==> config.mk <==
export PLATFORM = sky130hd
export DESIGN_NAME = counter_sequencer
export DESIGN_NICKNAME = d
export VERILOG_FILES = /design/src/rtl/counter_sequencer.sv
export SDC_FILE = /design/constraint.sdc
export NUM_CORES = 1
export LEC_CHECK = 0
export ABC_CLOCK_PERIOD_IN_PS = 5250
export BUFFER_PORTS_ARGS = -buffer_cell sky130_fd_sc_hd__buf_2
export CORE_ASPECT_RATIO = 1.4
export CORE_UTILIZATION = 35
export CTS_CLUSTER_SIZE = 28
export DETAILED_ROUTE_END_ITERATION = 7
export GPL_TIMING_DRIVEN = 1
export PLACE_DENSITY = 0.61
export REMOVE_ABC_BUFFERS = 1
export SYNTH_ARGS = -nofsm -noshare
export SYNTH_HDL_FRONTEND = slang
export SYNTH_SLANG_ARGS = --single-unit
==> constraint.sdc <==
create_clock -name clk -period 5.25 [get_ports clk]
set_input_delay 0.2625 -clock clk [delete_from_list [all_inputs] [get_ports clk]]
set_output_delay 0.2625 -clock clk [all_outputs]
set_load 0.05 [all_outputs]
==> src/rtl/counter_sequencer.sv <==
// Run-control sequencer for an external up/down counter: prescaled step pulses,
// once/ping-pong/free-run modes, with start/stop handshakes.
module counter_sequencer #(
  parameter int unsigned TICK_DIV = 5000000,
  parameter int unsigned CNT_W    = 8
) (
  input  logic             clk,
  input  logic             reset,
  input  logic             start,
  input  logic             stop,
  input  logic [1:0]       mode,
  input  logic [CNT_W-1:0] lo_lim,
  input  logic [CNT_W-1:0] hi_lim,
  input  logic [CNT_W-1:0] count,
  output logic             cnt_enable,
  output logic             cnt_up,
  output logic             busy,
  output logic             done,
  output logic             err,
  output logic [1:0]       state
);

  localparam int unsigned      PRE_W    = (TICK_DIV > 1) ? $clog2(TICK_DIV) : 1;
  localparam logic [PRE_W-1:0] PRE_LAST = PRE_W'(TICK_DIV - 1);

  localparam logic [1:0] MODE_DOWN_ONCE = 2'b01;
  localparam logic [1:0] MODE_PING_PONG = 2'b10;
  localparam logic [1:0] MODE_FREE_RUN  = 2'b11;

  typedef enum logic [1:0] {
    IDLE     = 2'b00,
    RUN_UP   = 2'b01,
    RUN_DOWN = 2'b10
  } state_e;

  state_e             state_q;
  state_e             state_d;
  logic [PRE_W-1:0]   pre_q;
  logic [PRE_W-1:0]   pre_d;
  logic [1:0]         mode_q;
  logic [1:0]         mode_d;
  logic [CNT_W-1:0]   lo_q;
  logic [CNT_W-1:0]   lo_d;
  logic [CNT_W-1:0]   hi_q;
  logic [CNT_W-1:0]   hi_d;
  logic               enable_d;
  logic               up_d;
  logic               busy_d;
  logic               done_d;
  logic               err_d;
  logic               tick;

  assign state = state_q;
  assign tick  = (pre_q == PRE_LAST);

  // Next-state, prescaler and pulse decode
  always_comb begin
    state_d  = state_q;
    pre_d    = '0;
    mode_d   = mode_q;
    lo_d     = lo_q;
    hi_d     = hi_q;
    enable_d = 1'b0;
    done_d   = 1'b0;
    err_d    = 1'b0;

    case (state_q)
      IDLE: begin
        if (start && !stop) begin
          if ((mode == MODE_FREE_RUN) || (lo_lim <= hi_lim)) begin
            state_d = (mode == MODE_DOWN_ONCE) ? RUN_DOWN : RUN_UP;
            mode_d  = mode;
            lo_d    = lo_lim;
            hi_d    = hi_lim;
          end else begin
            err_d = 1'b1;
          end
        end
      end
      RUN_UP: begin
        if (tick) begin
          if ((mode_q == MODE_FREE_RUN) || (count < hi_q)) begin
            enable_d = 1'b1;
          end else if (mode_q == MODE_PING_PONG) begin
            state_d  = RUN_DOWN;
            enable_d = (lo_q != hi_q);
          end else begin
            state_d = IDLE;
            done_d  = 1'b1;
          end
        end
      end
      RUN_DOWN: begin
        if (tick) begin
          if (count > lo_q) begin
            enable_d = 1'b1;
          end else if (mode_q == MODE_PING_PONG) begin
            state_d  = RUN_UP;
            enable_d = (lo_q != hi_q);
          end else begin
            state_d = IDLE;
            done_d  = 1'b1;
          end
        end
      end
      default: state_d = IDLE;
    endcase

    // stop wins over any coincident tick or start
    if (stop) begin
      state_d  = IDLE;
      enable_d = 1'b0;
      done_d   = 1'b0;
    end

    // Prescaler only advances while a run continues; any run entry restarts it at 0
    if ((state_q != IDLE) && (state_d != IDLE)) begin
      pre_d = tick ? '0 : pre_q + PRE_W'(1);
    end

    up_d   = (state_d != RUN_DOWN);
    busy_d = (state_d != IDLE);
  end

  // State and registered outputs, synchronous active-low reset
  always_ff @(posedge clk) begin
    if (!reset) begin
      state_q    <= IDLE;
      pre_q      <= '0;
      mode_q     <= '0;
      lo_q       <= '0;
      hi_q       <= '0;
      cnt_enable <= 1'b0;
      cnt_up     <= 1'b1;
      busy       <= 1'b0;
      done       <= 1'b0;
      err        <= 1'b0;
    end else begin
      state_q    <= state_d;
      pre_q      <= pre_d;
      mode_q     <= mode_d;
      lo_q       <= lo_d;
      hi_q       <= hi_d;
      cnt_enable <= enable_d;
      cnt_up     <= up_d;
      busy       <= busy_d;
      done       <= done_d;
      err        <= err_d;
    end
  end

endmodule
After elaboration in Yosys (flattened, before gate mapping)
Index checks and enable logic that the tools add are counted.

Flip-flop bits (word level): 48. Bits of input ports: 30. Output and inout bits: 7. Word-level logic and storage cells: 61.

Add/subtract/negate cells: 1. Magnitude comparators: 3. Eq/ne operators: 9. Muxes and demuxes: 24. Bitwise logic cells: 2. Reductions and logical operators: 12.

Operator list (number): $add A23 B1 Y23 const B (1); $eq A23 B23 Y1 const B (1); $mux W2 (9); $mux W1 (12); $eq A2 B2 Y1 const B (4); $gt A8 B8 Y1 (1); $le A8 B8 Y1 (1); $lt A8 B8 Y1 (1); $ne A8 B8 Y1 (1); $pmux W2 S3 (1); $reduce_and A3 Y1 (2); $eq A2 B1 Y1 const B (2); $pmux W1 S2 (2); $reduce_bool A2 Y1 (2); $reduce_or A3 Y1 (1); $logic_and A1 B1 Y1 (2); $logic_not A2 Y1 (1); $logic_or A1 B1 Y1 (2); $ne A2 B2 Y1 const B (1); $not A1 Y1 (2); $reduce_or A2 Y1 (1); $logic_not A1 Y1 (1).

Logic depth before layout (Yosys ltp)
Depth in word-level cells: 10. Gate-level depth with buffers: 11. Depth with buffers taken out: 9.

Worst setup path before layout
OpenSTA, ideal clock, no wires.

Path type: register -> register. From: reg pre_q[0]. To: reg pre_q[15]. Library setup time: 119 ps. Arrival time: 2560 ps. Required time: 5131 ps. Slack: 2570 ps. Cell stages (with the launch flop): 12. Buffers on the path: 3. Clock period less this slack: 2680 ps. Path through: dfxtp_1 -> ha_1 -> and4_1 -> buf_4 -> nand2_1 -> or4_4 -> o311a_1 -> or3_4 -> o21ai_4 -> buf_6 -> buf_12 -> a21oi_1.

Word-level cells in the longest chain between the ends: 8. Elaborated cells on any way between the ends: 10. Classes of those cells: add/sub (1); eq/ne (1); mux (4); bitwise (1); reduce/logical (3).

Ends and longest elaborated chain: start: declaration (RTL line 38) `logic [PRE_W-1:0] pre_q;`; start signal: assignment (RTL line 140) `pre_q <= pre_d;`; $eq A23 B23 Y1 (RTL line 54) `assign tick = (pre_q == PRE_LAST);`; $mux W2 (on tied branches) (RTL line 94, 81); $pmux W2 S3 (RTL line 67) `case (state_q)`; $mux W2 (RTL line 110) `if (stop) begin`; $reduce_bool A2 Y1 (RTL line 117) `if ((state_q != IDLE) && (state_d != IDLE)) begin`; $logic_and A1 B1 Y1 (RTL line 117); $not A1 Y1 (no source line); $reduce_or A3 Y1 (no source line).

Parallel ways exist; a longest one is shown, timed or not. A chain may end at the register's enable or synchronous reset.

Final worst setup path
From: reg pre_q[0]. To: reg pre_q[0].

The elaborated chain is that of the path after synthesis.

==> run metrics <==
status finished clean; Filler cells 816; drt first-iter violations 50; Clock transition at path regs 70 ps; fin cells 472; fmax 288.6 MHz; post-synthesis sequential area ratio 32.11%; Routed Antenna Nets 0; drt first pass iters 4; Worst path slowest cell a221oi_4; PortBufs 36; clk sinks 48; largest net degree at the start of global routing 27; clk root buf clkbuf_16; min Tclk post-route 3465 ps; Post-synth EDFFs 0; hold buffers post-CTS 0; worst min path class input port to flop; warning count from the yosys run 0; dpl ws 1791 ps; Switching Share 26.06%; maximum fanout along the worst path 26; worst path bufs/invs 0; first-pass GRT wire length 10.95 mm; Final nets 427; final setup violation count 0; CTS tree built; std cell rows 39; DR vias/cell 5.174; drt drc 0; die area 8930 sq um; setup_tns 0 ps; GP Congestion 0.7906; Post-synth ARST share 0%; number of global-route vias before repair 2403; Total Routing Usage GR 15.72%; postcts setup bufs 0; WL final 6.639 mm; Startpoint Class flop; Skew-Pair Late Insertion Delay 290 ps; internal power 600.4 uW; footprint of the multi-input gates 1854 sq um; register share of total power 46.7%; core area 8247 sq um; post-synthesis cell type count 50; area grow syn2layout 12.96%; worst setup margin 1785 ps; Slew @ Worst Pin 1044 ps; FF+latch count, synth 48; fraction of layout cells with a size suffix above 1 13.51%; synthesized cell area 2993 sq um; DP HPWL 5.108 mm; Final Max Slew Viols 0; crit path capture type flop; RSZ-0062 raised after global routing false; Max Cap Viol 0; CP Data Required Time 5370 ps; standby leakage power 1.361 nW; peak supply drop 0.1318 mV; Total Power 812.0 uW; H-tree depth 2; CTS resizes 0; Die Ht 111.4 um; Die Width 80.16 um; Tcrit/Tclk final 66.01%; ys flop type dfxtp_1; max incr delay on CP 870 ps; Hold Fails Final Rpt 0; crit path cell chain ha_1 > and4_1 > nand2_1 > nor4_2 > nand2_1 > o211a_1 > a221oi_4 > a2111oi_0; sw power 211.6 uW; antenna violations before repair 0; placed cell count 464; Worst Setup Path Type flop to flop; Worst Skew 5.841 ps; most frequent CP cell nand2_1; Critical Path AT 3580 ps; routed len/inst 14.07 um; Inserted Clock Buffers 5; relative slew slack 30.40%; global route total overflow 0; Starting Density 36.29%; CTS Buffer Depth 2; Ports 37; clock group share of total power 39.1%; area occupied by registers 960.9 sq um; n_diodes 0; cell count after synthesis 335; Crit path max-delay family compound AO/OA/AOI/OAI gates; PwrDens 240.2 nW/um^2; syn avg cell area 8.934 sq um; Vias 2442; Comb pwr share 14.2%
==> cell usage in the layout, fill, tap and decap left out, types with 5 or more instances in the layout <==
cell	count
a2111oi_0	7
inv_1	29
buf_2	36
ha_1	28
mux2i_1	18
xor2_1	19
a21oi_1	22
nand2_1	33
clkbuf_16	5
nor2_1	9
nand4_1	9
and2_1	9
xnor2_1	10
nor2b_1	16
nand3_1	8
dfxtp_1	48
a211oi_1	6
==> worst paths after layout <==
path / from / to / slack, ps / cells past startpoint
min reg2reg: pre_q[0] / pre_q[0] / 520 / 1
min: lo_lim[2] / lo_q[2] / 260 / 3
max reg2reg: pre_q[0] / pre_q[0] / 1780 / 8
max: pre_q[0] / pre_q[0] / 1780 / 8
==> cell usage after synthesis (3+ instances only) <==
cell type,instances,area share (%)
buf_2,3,0.50
nor4_1,3,0.63
nand3_1,8,1.3
nand3b_1,4,1.0
nor2_1,9,1.1
nor2b_1,16,3.3
nand4_1,9,1.9
clkbuf_1,4,0.50
nor3_1,3,0.50
nor4b_1,4,1.2
a211oi_1,6,1.5
and4_1,4,1.2
a2111oi_0,7,2.0
a21oi_1,22,3.7
ha_1,28,12
mux2i_1,18,6.0
and2_1,9,1.9
and3_1,4,0.84
inv_1,29,3.6
nand2_1,33,4.1
dfxtp_1,48,32
xor2_1,19,5.6
o31ai_1,3,0.75
a21o_1,3,0.75
xnor2_1,10,2.9
==> sequential cells by signal, indices dropped and copies added, names as in the netlist, 2 cells and up <==
name / count
lo_q: 8
pre_q: 23
state: 2
hi_q: 8
mode_q: 2
==> power by group through the flow <==
stage	clock, mW	combinational [mW]	sequential [mW]
3_5_place_dp	0	0.116	0.387
5_1_grt	0.340	0.130	0.380
6_report	0.318	0.115	0.379
4_1_cts	0.326	0.117	0.379
2_1_floorplan	0	0.0732	0.389
3_3_place_gp	0	0.114	0.387
==> kinds of logic after synthesis <==
family	share of synthesized area (%)
XOR/XNOR	8.487
AND/OR/NAND/NOR	22.70
multiplexers	6.020
flip-flops	32.11
AO/OA/AOI/OAI	13.04
buffers and inverters	5.936
adder cells (fa/ha/maj)	11.71
==> metrics by stage <==
stage	hold slack (ps)	cell area, sq um	util (%)
after detailed placement	513.1	3239	39.28
after CTS	255.4	3381	41.00
final	260.8	3381	41.00
after floorplan	384.2	2924	-
after global placement	473.5	3239	39.28
after global routing	278.6	3381	41.00
==> final cells by class <==
type | count | area share (%)
multi-input cells | 248 | 54.85
flip-flops and latches | 48 | 28.42
clock buffers | 7 | 3.923
clock inverters | 1 | 0.2591
inverters | 29 | 3.220
repair buffers | 37 | 5.551
well taps | 102 | 3.775
==> routing by layer <==
metal | global-route usage (%) | routed length [um] | share of wire, %
met3 | 2.623 | 161 | 2.4
met4 | 7.738 | 242 | 3.6
met1 | 16.96 | 2858 | 43
met5 | 0 | 0 | 0
met2 | 28.77 | 3376 | 51
==> worst register-to-register path, stage by stage, from the launching register on <==
cell	delay (ps)
dfxtp_1	370
ha_1	220
and4_1	310
nand2_1	100
nor4_2	710
nand2_1	150
o211a_1	280
a221oi_4	870
a2111oi_0	280
Power figures use the tool's default switching activity.
